===== src/rtl/queue_ser_tx_pkg.sv =====
// rtl/queue_ser_tx_pkg.sv - shared queue definitions: FSM encoding and default sizing
package queue_ser_tx_pkg;

    localparam int DEF_W   = 8;
    localparam int DEF_DIV = 4;

    typedef enum logic [1:0] {
        ST_IDLE  = 2'd0,
        ST_START = 2'd1,
        ST_DATA  = 2'd2,
        ST_STOP  = 2'd3
    } state_e;

endpackage


===== src/rtl/queue_ser_tx_if.sv =====
// rtl/queue_ser_tx_if.sv - queue-drain and serial-line signal bundle
interface queue_ser_tx_if import queue_ser_tx_pkg::*; #(
    parameter int W = DEF_W
);
    logic         EN;
    logic         EMPTY;
    logic [W-1:0] DQ;
    logic         RD;
    logic         TXD;
    logic         BUSY;

    modport master (output EN, EMPTY, DQ, input RD, TXD, BUSY);
    modport slave  (input EN, EMPTY, DQ, output RD, TXD, BUSY);
endinterface


===== src/rtl/tx_baud_cnt.sv =====
// rtl/tx_baud_cnt.sv - bit-period divider with clear input and terminal count
module tx_baud_cnt import queue_ser_tx_pkg::*; #(
    parameter int DIV = DEF_DIV
) (
    input  logic clk_i,
    input  logic resetn_i,
    input  logic clr_i,
    output logic tc_o
);
    logic [7:0] cnt_q;
    logic [7:0] cnt_d;

    assign tc_o = (cnt_q == 8'(DIV - 1));

    // restart the period on clear or at the end of each period
    always_comb begin
        cnt_d = cnt_q + 8'd1;
        if (clr_i || tc_o) begin
            cnt_d = '0;
        end
    end

    // period counter register
    always_ff @(posedge clk_i) begin
        if (!resetn_i) begin
            cnt_q <= '0;
        end else begin
            cnt_q <= cnt_d;
        end
    end
endmodule


===== src/rtl/queue_ser_tx.sv =====
// rtl/queue_ser_tx.sv - drains a FWFT queue onto a start/data/stop serial line
module queue_ser_tx import queue_ser_tx_pkg::*; #(
    parameter int W   = DEF_W,
    parameter int DIV = DEF_DIV
) (
    input  logic          CLK,
    input  logic          INIT_N,
    queue_ser_tx_if.slave bus
);
    localparam int BW = (W > 1) ? $clog2(W) : 1;

    state_e       state_q;
    logic [W-1:0] sr_q;
    logic [W-1:0] sr_shift;
    logic [BW-1:0] bit_q;
    logic         txd_q;
    logic         busy_q;
    logic         tc;
    logic         pop;

    // a word is popped only from IDLE, so frames can never overlap
    assign pop      = INIT_N && (state_q == ST_IDLE) && bus.EN && !bus.EMPTY;
    assign sr_shift = sr_q >> 1;

    assign bus.RD   = pop;
    assign bus.TXD  = txd_q;
    assign bus.BUSY = busy_q;

    tx_baud_cnt #(.DIV(DIV)) u_baud (
        .clk_i    (CLK),
        .resetn_i (INIT_N),
        .clr_i    (state_q == ST_IDLE),
        .tc_o     (tc)
    );

    // frame FSM with shift register, bit counter and registered line outputs
    always_ff @(posedge CLK) begin
        if (!INIT_N) begin
            state_q <= ST_IDLE;
            sr_q    <= '0;
            bit_q   <= '0;
            txd_q   <= 1'b1;
            busy_q  <= 1'b0;
        end else begin
            unique case (state_q)
                ST_IDLE: begin
                    if (pop) begin
                        sr_q    <= bus.DQ;
                        state_q <= ST_START;
                        txd_q   <= 1'b0;
                        busy_q  <= 1'b1;
                    end
                end
                ST_START: begin
                    if (tc) begin
                        state_q <= ST_DATA;
                        txd_q   <= sr_q[0];
                    end
                end
                ST_DATA: begin
                    if (tc) begin
                        sr_q <= sr_shift;
                        if (bit_q == BW'(W - 1)) begin
                            bit_q   <= '0;
                            state_q <= ST_STOP;
                            txd_q   <= 1'b1;
                        end else begin
                            bit_q <= bit_q + 1'b1;
                            txd_q <= sr_shift[0];
                        end
                    end
                end
                ST_STOP: begin
                    if (tc) begin
                        state_q <= ST_IDLE;
                        busy_q  <= 1'b0;
                    end
                end
                default: state_q <= ST_IDLE;
            endcase
        end
    end
endmodule


===== src/flat_wrapper.sv =====
// flat-port wrapper written by rule: the top's interface ports become plain ports
module queue_ser_tx_flat import queue_ser_tx_pkg::*;
#(
    parameter int W   = DEF_W,
    parameter int DIV = DEF_DIV
)
  (CLK, INIT_N, bus_EN, bus_EMPTY, bus_DQ, bus_RD, bus_TXD, bus_BUSY);
  queue_ser_tx_if #(.W(W)) bus_i ();
  input  logic CLK;
  input  logic INIT_N;
  input wire logic [$bits(bus_i.EN)-1:0] bus_EN;
  input wire logic [$bits(bus_i.EMPTY)-1:0] bus_EMPTY;
  input wire logic [$bits(bus_i.DQ)-1:0] bus_DQ;
  output wire logic [$bits(bus_i.RD)-1:0] bus_RD;
  output wire logic [$bits(bus_i.TXD)-1:0] bus_TXD;
  output wire logic [$bits(bus_i.BUSY)-1:0] bus_BUSY;
  assign bus_i.EN = bus_EN;
  assign bus_i.EMPTY = bus_EMPTY;
  assign bus_i.DQ = bus_DQ;
  assign bus_RD = bus_i.RD;
  assign bus_TXD = bus_i.TXD;
  assign bus_BUSY = bus_i.BUSY;
  queue_ser_tx #(.W(W), .DIV(DIV)) u_core (.CLK(CLK), .INIT_N(INIT_N), .bus(bus_i));
endmodule

===== config.mk =====
export PLATFORM = sky130hd
export DESIGN_NAME = queue_ser_tx_flat
export DESIGN_NICKNAME = d
export VERILOG_FILES = /design/src/rtl/queue_ser_tx_pkg.sv /design/src/rtl/queue_ser_tx_if.sv /design/src/rtl/tx_baud_cnt.sv /design/src/rtl/queue_ser_tx.sv /design/src/flat_wrapper.sv
export SDC_FILE = /design/constraint.sdc
export NUM_CORES = 1
export LEC_CHECK = 0
export CORE_MARGIN = 2
export CORE_UTILIZATION = 41
export DETAILED_ROUTE_END_ITERATION = 10
export SLEW_MARGIN = 20
export SYNTH_ARGS = -nofsm -noshare
export SYNTH_HDL_FRONTEND = slang
export SYNTH_HIERARCHICAL = 1
export SYNTH_SLANG_ARGS = --single-unit

===== constraint.sdc =====
create_clock -name CLK -period 2.9 [get_ports CLK]
set_clock_uncertainty 0.2 [all_clocks]
set_input_delay 0.58 -clock CLK [delete_from_list [all_inputs] [get_ports CLK]]
set_output_delay 0.58 -clock CLK [all_outputs]
set_load 0.02 [all_outputs]

# Word level (Yosys, flattened, before mapping)
# Cells that the tools add are included.
[word_totals]
inputBits = 12
register_bits = 23
wordCells = 52
[op_classes]
eq_ne = 10
reduce_logical = 15
n_bitwise = 1
addsub = 2
n_mux = 18
[op_table]
columns = ["operator", "n"]
rows = [
  ["8-bit two-way mux", 2],
  ["8-bit case mux with 2 select lines", 1],
  ["2-bit two-way mux", 5],
  ["8-bit by 1-bit adder with 8-bit output (second input constant)", 1],
  ["8-bit by 2-bit == test with 1-bit output (second input constant)", 1],
  ["2-bit != test (second input constant)", 4],
  ["2-bit case mux with 4 select lines", 1],
  ["1-bit two-way mux", 6],
  ["3-bit AND reduction", 2],
  ["5-bit AND reduction", 1],
  ["2-bit == test (second input constant)", 2],
  ["4-bit AND reduction", 1],
  ["2-bit nonzero test", 2],
  ["3-bit by 1-bit adder with 3-bit output (second input constant)", 1],
  ["3-bit == test (second input constant)", 1],
  ["1-bit logical AND", 3],
  ["3-bit two-way mux", 1],
  ["1-bit case mux with 3 select lines", 1],
  ["3-bit nonzero test", 1],
  ["2-bit by 1-bit == test with 1-bit output (second input constant)", 1],
  ["2-bit zero test", 1],
  ["2-bit by 1-bit != test with 1-bit output (second input constant)", 1],
  ["1-bit case mux with 2 select lines", 1],
  ["2-bit AND reduction", 1],
  ["4 further kinds", 4],
]

# Depth between registers and ports, before layout
[depth]
depth_word = 6
mapped_depth = 7

# Modules after synthesis
# The synthesis kept the hierarchy.
[modules_own_cells]
columns = ["mod", "n_inst", "cells_per_inst", "area_each_um2", "seq_area_each_um2"]
rows = [
  ["queue_ser_tx", 1, 110, 1029.7, 300.3],
  ["tx_baud_cnt", 1, 37, 352.8, 160.2],
]

# Least setup slack after synthesis
# Ideal clock, no wire load.
[synth_timing]
kind = "register to register"
from = "register u_core.u_baud.cnt_q[0]"
to = "register u_core.txd_q, in the netlist u_core/bus.TXD"
setup_slack_ps = 122
path_buffers = 0
path_stages_with_launch = 7
setup_time_ps = 123
arrival_ps = 2455
path_cell_list = "dfxtp_1 -> ha_1 -> or4b_4 -> nor4_1 -> o21ba_1 -> a211oi_2 -> mux2_1"
[synth_via]
elab_chain_cells = 3
elab_cells_between_ends = 4
[synth_lines]
columns = ["item", "line", "rtl"]
rows = [
  ["from (decl)", "tx_baud_cnt.sv:10", "logic [7:0] cnt_q;"],
  ["from (signal assigned)", "tx_baud_cnt.sv:28", "cnt_q <= cnt_d;"],
  ["8-bit by 2-bit == test with 1-bit output (*)", "tx_baud_cnt.sv:13", "assign tc_o = (cnt_q == 8'(DIV - 1));"],
  ["net u_core.tc", "queue_ser_tx.sv:18", "logic tc;"],
  ["2-bit != test (no line)", "n/a", ""],
  ["4-bit AND reduction (no line) (*)", "n/a", ""],
  ["to (signal assigned)", "queue_ser_tx.sv:57", "txd_q <= sr_q[0];"],
  ["to (signal assigned)", "queue_ser_tx.sv:69", "txd_q <= sr_shift[0];"],
  ["to (decl)", "queue_ser_tx.sv:16", "logic txd_q;"],
]
# The timed path passes the listed nets; every way through them passes the cells marked *.
# A chain may end at the register's enable or synchronous reset.

# Worst setup path in the final report
[layout_timing]
from = "input bus_EN"
to = "output bus_RD"
[layout_via]
elab_chain_cells = 2
[layout_lines]
columns = ["item", "line", "rtl"]
rows = [
  ["from (decl)", "flat_wrapper.sv:11", "input wire logic [$bits(bus_i.EN)-1:0] bus_EN;"],
  ["1-bit logical AND (2 in a row)", "queue_ser_tx.sv:22", "assign pop = INIT_N && (state_q == ST_IDLE) && bus.EN && !bus.EMPTY;"],
  ["to (decl)", "flat_wrapper.sv:14", "output wire logic [$bits(bus_i.RD)-1:0] bus_RD;"],
]
# No other way between the ends.

==> metrics.csv <==
metric,value,unit
nets,181,
CTS tree,built,
Worst EP required,2.12,ns
vias post-DR,1173,
post-synthesis mux area share,2.99,%
clk_lat worst skew,0.32,ns
post-synthesis simple-gate area fraction,22.9,%
Post-Synth XOR/XNOR Area,1.90,%
GPL Wtd Cong,0.771,
# setup viols final,0,
Port Buffers,14,
DR vias/cell,5.69,
Initial Util,42.1,%
post-synth cell types,32,
Post-Syn Nets,167,
r2r startpoint,u_core/u_baud/cnt_q[0],
"CP delay by family, top",buffers and inverters,
layout overhead on the synthesized area,15.5,%
Tot GR Track Use,15.7,%
Hold Crit Class,reg -> reg,
clock tree buffer depth,2,
CP max stage cell,clkdlybuf4s50_1,
"Seq/Total Area, Yosys",33.3,%
First-pass DRT Iterations,4,
CP max FO,5,
estimated wirelength of the detail-placed design,2.06,mm
Yosys warning count,6,
Leakage,0.556,nW
Worst VDD drop,180,uV
syn_area_per_cell,9.41,um^2
worst setup path start,bus_EN,
Reg2Reg Depth,6,
clk sinks,23,
crit share post-route,85.1,%
Reg2Reg Capture Point,u_core/bus.TXD,
Peak Freq,0.405,GHz
setup_tns,0,ns
cts hold-fix bufs,0,
total power,0.836,mW
normalized max-slew margin,56.2,%
combinational family with the most area after synthesis,compound AO/OA/AOI/OAI gates,
Mapped Cells,147,
total die area,0.00385,mm^2
first-pass GRT wire length,4.49,mm
post-route core utilization,48.6,%
Vert. Die Dim,62.1,um
area share of fa/ha/maj cells after synthesis,7.24,%
Die X-Extent,62.1,um
Clock Tree Root,clkbuf_4,
Period minus WS final,2.47,ns
Num CTS Buffers,3,
crit-path cells,clkdlybuf4s50_1 -> and4b_1 -> dlymetal6s2s_1,
H-tree Lvls,1,
Tightest Pin Transition,0.657,ns
met1 WL,1.30,mm
Max Transition Viols Final,0,
pwr dens,523,mW/mm^2
grt total ovfl,0,
CP endpoint,bus_RD,
CP arrival,1.69,ns
top layer in use,met4,
fraction of layout cells with a size suffix above 1,13.1,%
#FFs+latches synth,23,
Remaining DRCs,0,
Fin. Hold Viols,0,
category of the worst setup path launch point,input port,
num ports,15,
Worst-path clk slew,0.13,ns
Syn Std Cell Area,0.00138,mm^2
DP Worst Slack,0.0288,ns
# rows,21,
initial antenna violation count,0,
Crit path depth,3,
beginning of the worst hold path,u_core/u_baud/cnt_q[0],
final wirelength,2.86,mm
"antenna viol nets, final",0,
Reg2Reg Setup Slack,0.45,ns
CP Capture Type,output pin,
vias in the first global route,1038,
CP bufs+invs,2,
fillers,327,
WL/cell,13.9,um
pin count of the biggest net entering global routing,32,
unrepaired setup endpoints after global routing,no,
status,"finished, final reports clean",
met2 routed WL,1.43,mm
critical path class,in -> out,
core area,0.00328,mm^2
max_cap viols,0,
Iteration-0 DRC Markers,59,
final setup margin,0.433,ns
WL met3,75,um
n_diodes,0,
Compound-Gate Fraction of Synth Area,26.7,%
max incr delay on CP,0.49,ns
sequential cells by signal, indices dropped and copies added (netlist names):
signal and count:
u_core/bus.BUSY 1, u_core/bit_q 3, u_core/u_baud/cnt_q 8, u_core/state_q 2, u_core/sr_q 8, u_core/bus.TXD 1
layout make-up:
type	instances	area, um^2	area share (%)
Multi-Input combinational cell	110	860	53.8
Clock buffer	3	22.5	1.41
Timing Repair Buffer	18	173	10.8
Inverter	5	18.8	1.18
Sequential cell	23	460	28.8
Clock inverter	1	5.00	0.313
Tap cell	46	57.6	3.61
layer usage:
metal | global-route usage (%) | up-vias
li1 | - | 585
met1 | 20.1 | 574
met2 | 26.2 | 10
met3 | 2.48 | 4
met4 | 6.69 | 0
met5 | 0 | -
timing repair:
item / in CTS / in global routing
gates resized for setup: 0 / 1
endpoints found under the hold margin: 0 / 0
endpoints found under the setup margin: 0 / 1
buffers inserted: 0 / 0
power by group:
group          leakage [nW]  internal (mW)  switching, mW
registers             0.187          0.355         0.0303
clock network        0.0177         0.0516          0.105
logic                 0.351          0.138          0.156
how the worst min path moves through the flow:
stage / slack (ns) / end / cells past startpoint
2_1_floorplan: 0.22 / u_core/u_baud/cnt_q[0] / 1
3_3_place_gp: 0.23 / u_core/u_baud/cnt_q[0] / 1
3_5_place_dp: 0.25 / u_core/u_baud/cnt_q[0] / 1
4_1_cts: 0.26 / u_core/u_baud/cnt_q[0] / 1
5_1_grt: 0.29 / u_core/u_baud/cnt_q[0] / 1
6_report: 0.26 / u_core/u_baud/cnt_q[0] / 1
cell families (layout without fill, tap and decap cells):
| group | Yosys count | count (layout) |
|---|---|---|
| AO/OA/AOI/OAI | 40 | 40 |
| XOR/XNOR | 3 | 3 |
| adder cells (fa/ha/maj) | 8 | 8 |
| buffers and inverters | 14 | 27 |
| flip-flops | 23 | 23 |
| multiplexers | 4 | 4 |
| AND/OR/NAND/NOR | 55 | 55 |
cell usage in the layout (no fill, tap or decap), types with 2 or more instances in the layout:
cell	n
dfxtp_1	23
nor2_1	7
a31oi_1	2
nand2b_1	3
xor2_1	2
buf_4	4
o2111ai_1	7
mux2i_1	3
inv_1	5
or3_1	3
o21ai_0	3
nand2_1	10
nand3b_1	11
a21oi_1	5
nand3_1	8
o21ba_1	2
nor2b_1	2
ha_1	8
o211ai_2	7
o211ai_1	9
nand4_1	8
clkdlybuf4s50_1	13
clkbuf_4	3
synth_stat cells, drive strengths merged:
cell type / number / area, um^2
mux2: 1 / 11.3
o21ba: 2 / 20.0
a31oi: 2 / 12.5
nor4: 1 / 6.26
xnor2: 1 / 8.76
or3: 3 / 18.8
nand3b: 11 / 82.6
nand3: 8 / 40.0
and4b: 1 / 10.0
nand2b: 3 / 18.8
inv: 5 / 18.8
o21ai: 4 / 20.0
nand4: 8 / 50.1
or4b: 1 / 13.8
mux2i: 3 / 30.0
nor2: 7 / 26.3
nand2: 10 / 37.5
a211oi: 1 / 12.5
o2111ai: 7 / 61.3
ha: 8 / 100
dfxtp: 23 / 460
o41ai: 1 / 27.5
o211ai: 16 / 155
o22ai: 1 / 20.0
nor2b: 2 / 12.5
xor2: 2 / 17.5
buf: 9 / 50.0
a221oi: 1 / 15.0
a21oi: 5 / 25.0
per-stage QoR:
step / hold slack, ns / std cells / area (um^2)
global route: 0.286 / 206 / 1600
finish: 0.263 / 206 / 1600
CTS: 0.264 / 206 / 1590
global placement: 0.229 / 202 / 1570
floorplan: 0.218 / 147 / 1380
detailed placement: 0.246 / 202 / 1570
worst reg2reg max path, cell delays in order, from the launching register on:
cell and delay [ns]:
dfxtp_1 0.38, ha_1 0.23, or4b_4 0.51, nor4_2 0.30, o21ba_1 0.21, a211oi_2 0.20, mux2_1 0.33
Note: power is estimated with default switching activity, not from simulation.
